===== src/rtl/seg_decode_mon.sv =====
// seg_decode_mon: samples a multiplexed active-low 7-segment bus and decodes each digit back to BCD.
// Optional macro SEG_HEX_EN additionally accepts the A-F glyphs as valid digits.
module seg_decode_mon #(
  parameter int NUM_DIG    = 4,
  parameter int STABLE_CYC = 16
) (
  input  logic                 sys_clk,
  input  logic                 rst,
  input  logic [6:0]           seg_hex,
  input  logic [NUM_DIG-1:0]   dig_sel,
  input  logic                 err_clr,
  output logic [4*NUM_DIG-1:0] dig_val,
  output logic [NUM_DIG-1:0]   dig_vld,
  output logic                 upd_pulse,
  output logic [2:0]           upd_idx,
  output logic                 err_sticky
);
  localparam int CW = $clog2(STABLE_CYC + 1);
  localparam logic [CW-1:0] CNT_MAX = CW'(STABLE_CYC);
  localparam logic [CW-1:0] CNT_ONE = CW'(1);

  typedef enum logic [1:0] {WAIT, SETTLE, HOLD} state_t;
  typedef enum logic [1:0] {PAT_DIG, PAT_BLANK, PAT_INV} pat_t;

  state_t               state_q, state_d;
  logic [CW-1:0]        stab_cnt_q, stab_cnt_d;
  logic [6:0]           s_seg_q, s_seg_d, p_seg_q, p_seg_d;
  logic [NUM_DIG-1:0]   s_sel_q, s_sel_d, p_sel_q, p_sel_d;
  logic [4*NUM_DIG-1:0] val_q, val_d;
  logic [NUM_DIG-1:0]   vld_q, vld_d;
  logic                 pulse_q, pulse_d;
  logic [2:0]           idx_q, idx_d;
  logic                 err_q, err_d;

  logic       sel_onehot, changed, try_cap;
  logic [2:0] sel_idx;
  pat_t       dec_kind;
  logic [3:0] dec_val;

  assign sel_onehot = (s_sel_q != '0) && ((s_sel_q & (s_sel_q - NUM_DIG'(1))) == '0);
  assign changed    = {s_sel_q, s_seg_q} != {p_sel_q, p_seg_q};

  always_comb begin
    sel_idx = 3'd0;
    for (int i = 0; i < NUM_DIG; i++) begin
      if (s_sel_q[i]) sel_idx = 3'(i);
    end
  end

  always_comb begin
    dec_kind = PAT_DIG;
    dec_val  = 4'd0;
    case (s_seg_q)
      7'h40: dec_val = 4'd0;
      7'h79: dec_val = 4'd1;
      7'h24: dec_val = 4'd2;
      7'h30: dec_val = 4'd3;
      7'h19: dec_val = 4'd4;
      7'h12: dec_val = 4'd5;
      7'h02: dec_val = 4'd6;
      7'h78: dec_val = 4'd7;
      7'h00: dec_val = 4'd8;
      7'h10: dec_val = 4'd9;
`ifdef SEG_HEX_EN
      7'h08: dec_val = 4'hA;
      7'h03: dec_val = 4'hB;
      7'h46: dec_val = 4'hC;
      7'h21: dec_val = 4'hD;
      7'h06: dec_val = 4'hE;
      7'h0E: dec_val = 4'hF;
`endif
      7'h7F: dec_kind = PAT_BLANK;
      default: dec_kind = PAT_INV;
    endcase
  end

  always_comb begin
    s_seg_d    = seg_hex;
    s_sel_d    = dig_sel;
    p_seg_d    = s_seg_q;
    p_sel_d    = s_sel_q;
    state_d    = state_q;
    stab_cnt_d = stab_cnt_q;
    val_d      = val_q;
    vld_d      = vld_q;
    pulse_d    = 1'b0;
    idx_d      = idx_q;
    err_d      = err_q & ~err_clr;
    try_cap    = 1'b0;

    case (state_q)
      WAIT: begin
        if (sel_onehot) begin
          state_d    = SETTLE;
          stab_cnt_d = CNT_ONE;
          try_cap    = 1'b1;
        end
      end
      SETTLE: begin
        if (!sel_onehot) begin
          state_d    = WAIT;
          stab_cnt_d = '0;
        end else begin
          try_cap = 1'b1;
          if (changed) stab_cnt_d = CNT_ONE;
          else if (stab_cnt_q < CNT_MAX) stab_cnt_d = stab_cnt_q + CNT_ONE;
        end
      end
      HOLD: begin
        if (!sel_onehot) begin
          state_d    = WAIT;
          stab_cnt_d = '0;
        end else if (changed) begin
          state_d    = SETTLE;
          stab_cnt_d = CNT_ONE;
          try_cap    = 1'b1;
        end
      end
      default: begin
        state_d    = WAIT;
        stab_cnt_d = '0;
      end
    endcase

    // A fresh one-hot sample with STABLE_CYC=1 captures straight away, skipping SETTLE.
    if (try_cap && stab_cnt_d == CNT_MAX) begin
      state_d = HOLD;
      pulse_d = 1'b1;
      idx_d   = sel_idx;
      for (int i = 0; i < NUM_DIG; i++) begin
        if (s_sel_q[i]) begin
          case (dec_kind)
            PAT_DIG: begin
              val_d[4*i +: 4] = dec_val;
              vld_d[i]        = 1'b1;
            end
            PAT_BLANK: begin
              val_d[4*i +: 4] = 4'd0;
              vld_d[i]        = 1'b0;
            end
            default: begin
              vld_d[i] = 1'b0;
              err_d    = 1'b1;
            end
          endcase
        end
      end
    end
  end

  always_ff @(posedge sys_clk) begin
    if (rst) begin
      state_q    <= WAIT;
      stab_cnt_q <= '0;
      s_seg_q    <= '0;
      s_sel_q    <= '0;
      p_seg_q    <= '0;
      p_sel_q    <= '0;
      val_q      <= '0;
      vld_q      <= '0;
      pulse_q    <= 1'b0;
      idx_q      <= 3'd0;
      err_q      <= 1'b0;
    end else begin
      state_q    <= state_d;
      stab_cnt_q <= stab_cnt_d;
      s_seg_q    <= s_seg_d;
      s_sel_q    <= s_sel_d;
      p_seg_q    <= p_seg_d;
      p_sel_q    <= p_sel_d;
      val_q      <= val_d;
      vld_q      <= vld_d;
      pulse_q    <= pulse_d;
      idx_q      <= idx_d;
      err_q      <= err_d;
    end
  end

  assign dig_val    = val_q;
  assign dig_vld    = vld_q;
  assign upd_pulse  = pulse_q;
  assign upd_idx    = idx_q;
  assign err_sticky = err_q;
endmodule


===== config.mk =====
export PLATFORM = sky130hd
export DESIGN_NAME = seg_decode_mon
export DESIGN_NICKNAME = d
export VERILOG_FILES = /design/src/rtl/seg_decode_mon.sv
export SDC_FILE = /design/constraint.sdc
export NUM_CORES = 1
export LEC_CHECK = 0
export CORE_MARGIN = 8
export CORE_UTILIZATION = 45
export CTS_CLUSTER_SIZE = 25
export DETAILED_ROUTE_END_ITERATION = 12
export PLACE_DENSITY = 0.72
export SYNTH_ARGS = -nofsm -noshare
export SYNTH_HDL_FRONTEND = slang
export SYNTH_SLANG_ARGS = --single-unit
export TNS_END_PERCENT = 30

===== constraint.sdc =====
create_clock -name sys_clk -period 4.15 [get_ports sys_clk]
set_input_delay 0.415 -clock sys_clk [delete_from_list [all_inputs] [get_ports sys_clk]]
set_output_delay 0.415 -clock sys_clk [all_outputs]
set_load 0.05 [all_outputs]

Word-level counts from Yosys, hierarchy flattened

Cells that the tools add are included.

Add/subtract/negate cells: 2
$lt $le $gt $ge: 1
Eq/ne operators: 21
Muxes and demuxes: 34
Bitwise operators: 3
Reductions and logical operators: 22

Operators by type and width:

| operator                                                               | count |
|---|---|
| 4-bit one-hot mux with 9 select lines                                  | 1 |
| 5-bit two-way mux                                                      | 6 |
| 7-bit equality test (second input constant)                            | 4 |
| 7-bit by 5-bit equality test with 1-bit output (second input constant) | 3 |
| 3-bit AND reduction                                                    | 6 |
| 1-bit two-way mux                                                      | 15 |
| 5-bit one-hot mux with 3 select lines                                  | 1 |
| 7-bit by 6-bit equality test with 1-bit output (second input constant) | 2 |
| 11-bit inequality test                                                 | 1 |
| 2-bit two-way mux                                                      | 5 |
| 10-bit OR reduction                                                    | 1 |
| 3-bit inequality test (second input constant)                          | 3 |
| 4-bit one-hot mux with 2 select lines                                  | 1 |
| 2-bit AND reduction                                                    | 4 |
| 7-bit by 2-bit equality test with 1-bit output (second input constant) | 1 |
| 7-bit logical NOT                                                      | 1 |
| 3-bit two-way mux                                                      | 2 |
| 2-bit one-hot mux with 3 select lines                                  | 1 |
| 2-bit OR reduction                                                     | 3 |
| 5-bit by 1-bit adder with 5-bit output (second input constant)         | 1 |
| 5-bit equality test (second input constant)                            | 1 |
| 5-bit < comparator (second input constant)                             | 1 |
| 4-bit bitwise AND                                                      | 1 |
| 2-bit by 1-bit equality test with 1-bit output (second input constant) | 2 |
| 13 further kinds                                                       | 16 |

Flip-flop bits (word level): 54
Bits of input ports: 14
Output and inout bits: 25
Word-level logic and storage cells: 101

Depth between registers and ports, before layout

Gate-level depths: netlist of run 1.

Depth in word-level cells: 14
Mapped depth: 8
Gate-level depth less buffers: 7

Worst setup path before layout of run 1

No wires, ideal clock.

Path kind: register -> register
Start: register s_seg_q[1], in the netlist p_seg_d[1]
End: register val_q[10], in the netlist dig_val[10]
Setup time: 0.060 ns
Arrival time: 1.900 ns
Required time: 4.090 ns
Setup slack: 2.189 ns
Stages on the path, launching flop included: 8
Path buffers: 1
Period minus slack after synthesis: 1.961 ns
Path through: dfxtp_1 -> buf_6 -> xor2_1 -> nor4_2 -> nand3_2 -> a2111o_1 -> nor3_4 -> a22o_1

Word-level cells in the longest chain between the ends: 7
Elaborated cells on any way between the ends: 30
Those cells by class: eq/ne (13); mux (11); reduce/logical (6)

RTL lines:

| what                                  | RTL line | RTL |
|---|---|---|
| from (decl)                           | 27       | `logic [6:0] s_seg_q, s_seg_d, p_seg_q, p_seg_d;` |
| from (signal assigned)                | 167      | `s_seg_q <= s_seg_d;` |
| 11-bit inequality test                | 41       | `assign changed = {s_sel_q, s_seg_q} != {p_sel_q, p_seg_q};` |
| 5-bit two-way mux (on tied branches)  | 113, 105 |  |
| 5-bit two-way mux (on tied branches)  | 110, 100 |  |
| 5-bit one-hot mux with 3 select lines | 91       | `case (state_q)` |
| 5-bit equality test                   | 126      | `if (try_cap && stab_cnt_d == CNT_MAX) begin` |
| 1-bit logical AND                     | 126      |  |
| 3-bit AND reduction (no source line)  | -        |  |
| to (signal assigned)                  | 171      | `val_q <= val_d;` |
| to (decl)                             | 29       | `logic [4*NUM_DIG-1:0] val_q, val_d;` |

Parallel ways exist; a longest one is shown, timed or not.
A chain may end at the register's enable or synchronous reset.

Final worst setup path of run 1

Start: register s_sel_q[1], in the netlist p_sel_d[1]
End: register val_q[7], in the netlist dig_val[7]

Word-level cells in the longest chain between the ends: 9
Elaborated cells on any way between the ends: 19
Those cells by class: add/sub (1); eq/ne (2); mux (10); bitwise (1); reduce/logical (5)

RTL lines:

| what                                        | RTL line     | RTL |
|---|---|---|
| from (decl)                                 | 28           | `logic [NUM_DIG-1:0] s_sel_q, s_sel_d, p_sel_q, p_sel_d;` |
| from (signal assigned)                      | 168          | `s_sel_q <= s_sel_d;` |
| 4-bit by 1-bit subtractor with 4-bit output | 40           | `assign sel_onehot = (s_sel_q != '0) && ((s_sel_q & (s_sel_q - NUM_DIG'(1))) == '0);` |
| 4-bit bitwise AND                           | 40           |  |
| 4-bit logical NOT                           | 40           |  |
| 1-bit logical AND                           | 40           |  |
| 5-bit two-way mux (on tied branches)        | 110, 100, 93 |  |
| 5-bit one-hot mux with 3 select lines       | 91           |  |
| 5-bit equality test                         | 126          |  |
| 1-bit logical AND                           | 126          |  |
| 3-bit AND reduction (no source line) (*)    | -            |  |

Every way passes the cells marked *; elsewhere a longest branch is shown, timed or not.

==> out/qor.yml, run 1 <==
ys_ff_latch: 53
cts.sink_count: 53
core_area_sq_um: 5405
r2r_start: "p_sel_d[1]"
cts_buffers: 5
cp-start-kind: "register"
grt_pass1_wl_um: 8652
synth_area_per_cell_sq_um: 9.642
cts_tree: "built"
synth-seq-area-share_pct: 43.16
pin_count: 39
fillers: 518
synth_edf_count: 0
max_stage_delay_ps: 600
path_clk_slew_ps: 90
crit_buf_inv: 0
crit_fanout: 12
viasPerCell: 5.159
status: "complete, no violations"
regToRegSetupSlack_ps: 1790
dr_wl_met2_um: 2330
min_period_ps: 2360
fmax_mhz: 423.7
ir_drop_mv: 0.2165
yosys_warnings: 0
crit_family: "compound AO/OA/AOI/OAI gates"
dp.cells: 346
leakage_nw: 1.134
floorplan.initialDensity_pct: 45.49
synthFlopType: "dfxtp_1"
die_x_um: 89.92
critical_path_arrival_ps: 2610
hpwl_um: 3511
cp_slowest_cell: "dfxtp_1"
num_vias: 1821
hold_start: "dig_vld[0]"
fin_cells: 353
ff_latch_area_sq_um: 1061
synth_cell_type_count: 55
dr.pass1.iters: 4
drt_iter0_drc: 74
hold_viol: 0
multiInputGateArea_sq_um: 1275
ctsLongestPathBuffers: 2
holdPathEnd: "dig_vld[0]"
gp_congestion: 0.7903
finClkSkew_ps: 4.083
cts-htree-levels: 2
wl_per_cell_um: 14.50
synthesis.nets: 270
drc_errors: 0
dr.max_layer_used: "met4"
cp.required_ps: 4400
worstSetupEndpointType: "register"
worst-r2r-cell-count: 6
netlist_instances: 255
gr-total-overflow: 0
ant_nets: 0
antenna_found_initial: 0
setup_viol: 0
grt_pass1_vias: 1777
tightest_slew_ps: 904.1
drive_gt1_share_pct: 7.473
critPathKind: "reg -> reg"
fin_crit_sh_pct: 56.87
antenna_cells: 0
nets: 296
p_per_area_nw_per_um2: 317.5
setup_tns_ps: 0
cts-root-buf: "clkbuf_8"
whs_path_depth: 2
cts_resized: 0
portBuffers: 37
rows: 27
wl_met3_um: 240
synth_area_sq_um: 2459
grt.total_usage_pct: 12.69
rsz0062_at_grt: "no"
die_h_um: 89.92
worstPathCellList: "and2b_1 > nor3_1 > o311a_1 > a2111o_1 > nor3_4 > a22o_1"
post-cts-setup-buffers: 0
drv_slew: 0
area_growth_pct: 17.66
grt_max_degree: 52
wl_met1_um: 2480
clk_latency_ps: 300
min_path_type: "reg -> reg"
async_reset_ff_share_pct: 0
totalWireLength_um: 5120
power_mw: 0.9185
cap_viol_max_count: 0
dieArea_sq_um: 8085
r2r_end: "dig_val[7]"
max_slew_margin_pct: 39.73
holdBufCountCts: 0
## final cells by class
cell class,instances,share of cell area (%)
Tap cell,72,3.114
Sequential cell,53,36.68
Multi-Input combinational cell,181,44.07
Clock buffer,7,2.984
Timing Repair Buffer,38,12.89
Inverter,2,0.2595
## power breakdown
part           switching (mW)  internal (mW)
logic                  0.0459         0.0419
registers              0.0222          0.520
clock network           0.155          0.133
total                   0.224          0.695
## flip-flops by register name (all words and copies together), names as in the netlist
| register | flops |
|---|---|
| dig_val | 16 |
| dig_vld | 4 |
| stab_cnt_q | 5 |
| p_seg_d | 7 |
| upd_pulse | 1 |
| upd_idx | 2 |
| p_seg_q | 7 |
| err_sticky | 1 |
| state_q | 2 |
| p_sel_q | 4 |
| p_sel_d | 4 |
## layer usage
layer  up-vias  GRT usage [%]
li1        935              -
met1       845          15.79
met2        34          19.82
met3         7          4.156
met4         0          4.854
met5         -              0
## cell usage in the layout (no fill, tap or decap), types with 3 or more instances in the layout
| master | Yosys | layout |
|---|---|---|
| nand3_1 | 5 | 5 |
| a31oi_1 | 5 | 5 |
| a22oi_1 | 3 | 3 |
| xor2_1 | 13 | 13 |
| nor2b_1 | 25 | 25 |
| o21ai_0 | 6 | 6 |
| dfxtp_1 | 53 | 53 |
| clkdlybuf4s50_1 | 0 | 36 |
| nor2_1 | 23 | 23 |
| clkbuf_8 | 0 | 6 |
| nand2b_1 | 16 | 16 |
| a21oi_1 | 4 | 4 |
| nand2_1 | 11 | 11 |
| a22o_1 | 8 | 8 |
| mux2i_1 | 13 | 13 |
## worst min-delay path, cell delays in order (launching register included)
cell and delay, ps:
dfxtp_1 320, nand2b_1 60, mux2i_1 60
## synthesized netlist by cell type (all sizes together), types with 2 or more instances
master	n	share of area, %
a211oi	2	1.0
buf	9	3.2
clkbuf	10	1.5
nand3b	2	0.61
inv	2	0.31
nor4	4	1.5
nor3	5	2.1
nor2b	25	6.4
a21oi	5	1.2
xnor2	2	0.71
a22oi	3	0.92
nand3	7	2.1
nor4b	2	0.97
a22o	8	2.8
nor2	24	3.8
nand4b	2	0.71
o22ai	2	0.51
xor2	13	4.6
dfxtp	53	43
a31oi	5	1.3
mux2i	13	5.3
or3	2	0.51
nand2	11	1.7
a32oi	2	0.71
nand2b	16	4.1
o21ai	6	1.2
a21o	2	0.61
## worst max-delay path by stage
stage,endpoint,start,depth (start not counted),slack (ps)
after floorplan,dig_val[10],p_seg_d[1],7,2190
after global placement,dig_val[11],p_sel_d[1],6,1870
after detailed placement,dig_val[15],p_sel_d[1],6,1810
after CTS,dig_val[7],p_sel_d[1],6,1790
after global routing,dig_val[15],p_sel_d[1],6,1640
final,dig_val[7],p_sel_d[1],6,1790
## per-stage QoR
step	cell area (sq um)	setup slack [ps]	util (%)	hold slack, ps
finish	2893	1790	53.52	480.2
global route	2893	1636	53.52	499.9
CTS	2893	1785	53.52	487.1
detailed placement	2806	1811	51.92	465.3
global placement	2806	1868	51.92	466.6
floorplan	2459	2189	-	507.5
## cells by family after synthesis
family / count (synthesis) / synth area share (%)
multiplexers: 13 / 5.292
buffers and inverters: 21 / 4.987
flip-flops: 53 / 43.16
XOR/XNOR: 15 / 5.344
AND/OR/NAND/NOR: 108 / 27.02
AO/OA/AOI/OAI: 43 / 13.54
other: 1 / 0.1525
adder cells (fa/ha/maj): 1 / 0.5088
No activity file was read; power rests on OpenSTA's default activity.
==> run 2, diff against run 1 <==
--- a/config.mk
+++ b/config.mk
@@ -9,7 +9,7 @@
 export CORE_UTILIZATION = 45
 export CTS_CLUSTER_SIZE = 25
 export DETAILED_ROUTE_END_ITERATION = 12
-export PLACE_DENSITY = 0.72
+export PLACE_DENSITY = 0.74
 export SYNTH_ARGS = -nofsm -noshare
 export SYNTH_HDL_FRONTEND = slang
 export SYNTH_SLANG_ARGS = --single-unit
==> constraint.sdc (replaced) <==
create_clock -name sys_clk -period 2 [get_ports sys_clk]
set_input_delay 0.2 -clock sys_clk [delete_from_list [all_inputs] [get_ports sys_clk]]
set_output_delay 0.2 -clock sys_clk [all_outputs]
set_load 0.05 [all_outputs]
==> run 2 against run 1 <==
The run now ends with negative setup slack left. Flip-flop and latch count unchanged. Critical path depth is 2 higher. Count of clock-buffer cells in the layout down 2. Register-to-register slack worse by 1800 ps. Utilization grew 6.5 points. Non-clock buffer count rose by 29. Worst hold slack got worse by 110 ps. Clock skew grew 3.5 ps. Power grew 130%. Combinational power rose to 3.1 times the previous value. Design area grew 12%. Sequential share of layout area decreased by 3.5 points. Largest power group unchanged.
==> out/qor.yml, run 2 (synthesis results as in run 1) <==
cap_viol_max_count: 0
cts.sink_count: 53
cp.required_ps: 2200
path_clk_slew_ps: 90
cts_tree: "built"
status: "complete, but fails checks"
critPathKind: "reg -> reg"
antenna_found_initial: 0
ctsLongestPathBuffers: 2
critPathCapture: "dig_val[2]"
leakage_nw: 1.322
gp_congestion: 0.7982
hold_viol: 0
rsz0062_at_grt: "yes"
fmax_mhz: 499.7
viasPerCell: 5.228
gr-total-overflow: 0
dieArea_sq_um: 8085
clk_latency_ps: 300
finClkSkew_ps: 7.622
core_area_sq_um: 5405
crit_fanout: 10
num_vias: 1997
cts-htree-levels: 2
ff_latch_area_sq_um: 1076
drive_gt1_share_pct: 21.61
drc_errors: 0
p_sw_share_pct: 23.97
antenna_cells: 0
setup_slack_ps: -1.152
p_per_area_nw_per_um2: 641.8
critical_path_arrival_ps: 2200
tightest_slew_ps: 549.6
min_path_type: "in -> reg"
cp-start-kind: "register"
grt_pass1_vias: 1952
cts-root-buf: "clkbuf_8"
holdBufCountCts: 0
regToRegSetupSlack_ps: -1
worst-r2r-cell-count: 8
final_common_cell: "dfxtp_1"
cts_buffers: 5
largest_reg_flops: 16
fin_cells: 382
r2r_start: "p_seg_d[5]"
nets: 325
layout_common_cells: "dfxtp_1 (43), clkdlybuf4s50_1 (36), buf_4 (26)"
hpwl_um: 3997
dp.cells: 373
floorplan.initialDensity_pct: 45.49
drt_iter0_drc: 96
whs_path_depth: 2
die_h_um: 89.92
rows: 27
worstSetupStartpoint: "p_seg_d[5]"
dr.pass1.iters: 4
portBuffers: 37
final_util_pct: 60.02
grt_pass1_wl_um: 9080
totalWireLength_um: 5618
min_period_ps: 2001
multiInputGateArea_sq_um: 1335
clock_power_share_pct: 33.5
violations: "negative setup slack"
wl_per_cell_um: 14.71
p_sw_mw: 0.4990
max_slew_margin_pct: 63.36
grt.total_usage_pct: 13.39
drv_slew: 0
p_int_mw: 1.583
r2r_end: "dig_val[2]"
fillers: 481
die_x_um: 89.92
grt_max_degree: 28
worstSetupEndpointType: "register"
ir_drop_mv: 0.3585
ant_nets: 0
p_seq_share_pct: 53.4
pwr-share-comb_pct: 13.1
pin_count: 39
fin_crit_sh_pct: 100.1
area_growth_pct: 31.96
setup_viol: 2
==> run 2: how the worst min path moves through the flow <==
stage / startpoint / to / slack [ps]
4_1_cts: rst / p_seg_d[2] / 360
6_report: rst / p_seg_d[2] / 370
5_1_grt: rst / p_seg_q[1] / 390
3_3_place_gp: dig_val[4] / dig_val[4] / 460
3_5_place_dp: dig_val[6] / dig_val[6] / 460
2_1_floorplan: seg_hex[0] / p_seg_d[0] / 330
==> run 2: timing repair <==
action	4_1_cts	5_1_grt
buffers inserted	0	2
endpoints found under the hold margin	0	0
resized for setup	1	21
endpoints found under the setup margin	8	23
pin swaps	0	12
==> run 2: per-stage QoR <==
step | worst slack, ps | power [mW] | setup TNS (ps) | area, sq um | hold slack [ps]
global placement | 20.77 | 1.380 | 0 | 3047 | 464.1
floorplan | 39.25 | 1.286 | 0 | 2459 | 328.2
finish | -1.152 | 2.082 | -1.790 | 3244 | 371.2
global route | -83.18 | 2.182 | -548.6 | 3244 | 389.4
CTS | 4.113 | 2.073 | 0 | 3152 | 355.8
detailed placement | -18.23 | 1.383 | -48.43 | 3047 | 463.9
==> run 2: area by class of cell <==
class	count	area share (%)
Tap cell	72	2.777
Inverter	2	0.2314
Timing Repair Buffer	67	19.48
Sequential cell	53	33.17
Multi-Input combinational cell	181	41.15
Clock buffer	5	2.121
Clock inverter	2	1.080
==> run 2: layer usage <==
metal / track usage [%] / vias up / routed length, um
met4: 5.687 / 0 / 102
met2: 22.45 / 48 / 2790
met1: 15.56 / 944 / 2427
met5: 0 / - / 0
li1: - / 996 / -
met3: 3.824 / 9 / 298
==> run 2: critical path, cell delays in order (launching register included) <==
cell	delay [ps]
dfxtp_2	340
buf_4	160
or4_1	540
o22ai_2	140
o21bai_1	110
nand3_1	140
buf_12	140
a31oi_1	110
a22o_1	230
==> run 2: power groups by stage <==
stage | Clock, mW | Sequential, mW | Combinational [mW]
floorplan | 0 | 1.12 | 0.166
global placement | 0 | 1.13 | 0.249
detailed placement | 0 | 1.13 | 0.250
CTS | 0.713 | 1.11 | 0.251
global route | 0.769 | 1.12 | 0.298
finish | 0.697 | 1.11 | 0.274
==> run 3, diff against run 2 <==
--- a/config.mk
+++ b/config.mk
@@ -9,7 +9,7 @@
 export CORE_UTILIZATION = 45
 export CTS_CLUSTER_SIZE = 25
 export DETAILED_ROUTE_END_ITERATION = 12
-export PLACE_DENSITY = 0.74
+export PLACE_DENSITY = 0.72
 export SYNTH_ARGS = -nofsm -noshare
 export SYNTH_HDL_FRONTEND = slang
 export SYNTH_SLANG_ARGS = --single-unit
==> constraint.sdc (replaced) <==
create_clock -name sys_clk -period 2.1 [get_ports sys_clk]
set_input_delay 0.21 -clock sys_clk [delete_from_list [all_inputs] [get_ports sys_clk]]
set_output_delay 0.21 -clock sys_clk [all_outputs]
set_load 0.05 [all_outputs]
==> run 3 against run 2 <==
The flow now finishes without violations. Power decreased by 5.7%. Die area did not move. First-iteration DRC count shrank 29%. Critical path depth shrank 1. Highest routed layer unchanged.
==> out/qor.yml, run 3 (synthesis results as in run 1) <==
fin_crit_sh_pct: 94.24
clock_power_share_pct: 34.9
core_area_sq_um: 5405
pin_count: 39
cap_viol_max_count: 0
min_period_ps: 1979
num_vias: 1927
grt_pass1_vias: 1936
wl_per_cell_um: 14.11
worstSetupEndpointType: "register"
viasPerCell: 5.180
grt_pass1_wl_um: 8997
clk_latency_ps: 300
cts-htree-levels: 2
drt_iter0_drc: 68
globalRouteMet1Util_pct: 15.32
grt_busiest_layer: "met2"
antenna_cells: 0
ctsLongestPathBuffers: 2
p_sw_mw: 0.4713
largest_reg_flops: 16
critical_path_arrival_ps: 2220
dr.pass1.iters: 4
fmax_mhz: 505.3
totalWireLength_um: 5248
ant_nets: 0
crit_fanout: 7
post-cts-setup-buffers: 0
floorplan.initialDensity_pct: 45.49
area_growth_pct: 25.75
dieArea_sq_um: 8085
final_util_pct: 57.20
grt.total_usage_pct: 13.06
hpwl_um: 3905
min_path_type: "in -> reg"
path_clk_slew_ps: 100
gp_congestion: 0.8207
cts_tree: "built"
drv_slew: 0
critPathKind: "reg -> reg"
gr-total-overflow: 0
cp-start-kind: "register"
hold_viol: 0
met2_usage_pct: 23.01
nets: 314
ir_drop_mv: 0.4604
portBuffers: 37
tightest_slew_ps: 533.5
p_seq_share_pct: 53.9
status: "complete, no violations"
cts-root-buf: "clkbuf_8"
antenna_found_initial: 0
p_int_mw: 1.493
grt_max_degree: 28
cp.required_ps: 2340
final_common_cell: "dfxtp_1"
p_sw_share_pct: 23.99
p_per_area_nw_per_um2: 635.3
rows: 27
max_slew_margin_pct: 63.93
rsz0062_at_grt: "no"
holdBufCountCts: 0
cts_buffers: 5
finClkSkew_ps: 11.60
pwr-share-comb_pct: 11.2
leakage_nw: 1.259
power_mw: 1.964
setup_viol: 0
layout_common_cells: "dfxtp_1 (44), clkdlybuf4s50_1 (36), nor2b_1 (25)"
die_h_um: 89.92
cts.sink_count: 53
die_x_um: 89.92
drc_errors: 0
drive_gt1_share_pct: 17.00
use_met3_pct: 3.824
[run 3: cell types whose count changed in the layout (fill, tap and decap cells not counted), sizes merged]
| cell | previous run | this run |
|---|---|---|
| buf | 31 | 20 |
| inv | 2 | 3 |
[run 3: metrics by stage]
step | cells | hold slack (ps) | area [sq um] | worst slack [ps] | TNS [ps]
2_1_floorplan | 255 | 338.2 | 2459 | 139.2 | 0
3_3_place_gp | 364 | 465.5 | 2954 | 50.82 | 0
3_5_place_dp | 364 | 468.5 | 2954 | -3.927 | -8.401
4_1_cts | 372 | 386.9 | 3069 | 10.15 | 0
5_1_grt | 372 | 404.5 | 3092 | 12.19 | 0
6_report | 372 | 386.2 | 3092 | 121.0 | 0
[run 3: path summary, 6_finish.rpt]
kind,cells past startpoint,to,start,slack (ps)
setup / recovery,7,err_sticky,stab_cnt_q[2],120
hold reg to reg,2,dig_vld[1],dig_vld[1],480
setup reg to reg,7,err_sticky,stab_cnt_q[2],120
hold / removal,2,stab_cnt_q[4],rst,390
[run 3: critical path, cell delays in order (launching register included)]
cell       delay, ps
dfxtp_1          480
nand4b_1         150
xor2_1           200
nand4b_1         210
a2111o_1         500
buf_4            190
a2bb2oi_1        130
nor2_1            70
[run 3: power by group through the flow]
stage | combinational, mW | sequential (mW) | clock [mW]
final | 0.219 | 1.06 | 0.686
after floorplan | 0.158 | 1.07 | 0
after global placement | 0.215 | 1.08 | 0
after global routing | 0.244 | 1.06 | 0.746
after CTS | 0.220 | 1.06 | 0.710
after detailed placement | 0.219 | 1.08 | 0
[run 3: what timing repair did]
item | 4_1_cts | 5_1_grt
setup endpoints to repair | 5 | 15
cloned | 0 | 0
resized for setup | 2 | 10
pin swaps | 0 | 4
[run 3: per-layer routing]
layer	up-vias	wire, um
met1	908	2399
met2	36	2593
met3	5	222
li1	978	-
met4	0	32
met5	-	0
[run 3: layout make-up]
type / instances / area [sq um]
flip-flops and latches: 53 / 1075
clock buffers: 5 / 68.82
multi-input cells: 181 / 1286
clock inverters: 3 / 43.79
fillers: 523 / 2313
well taps: 72 / 90.09
repair buffers: 56 / 520.5
inverters: 2 / 7.507
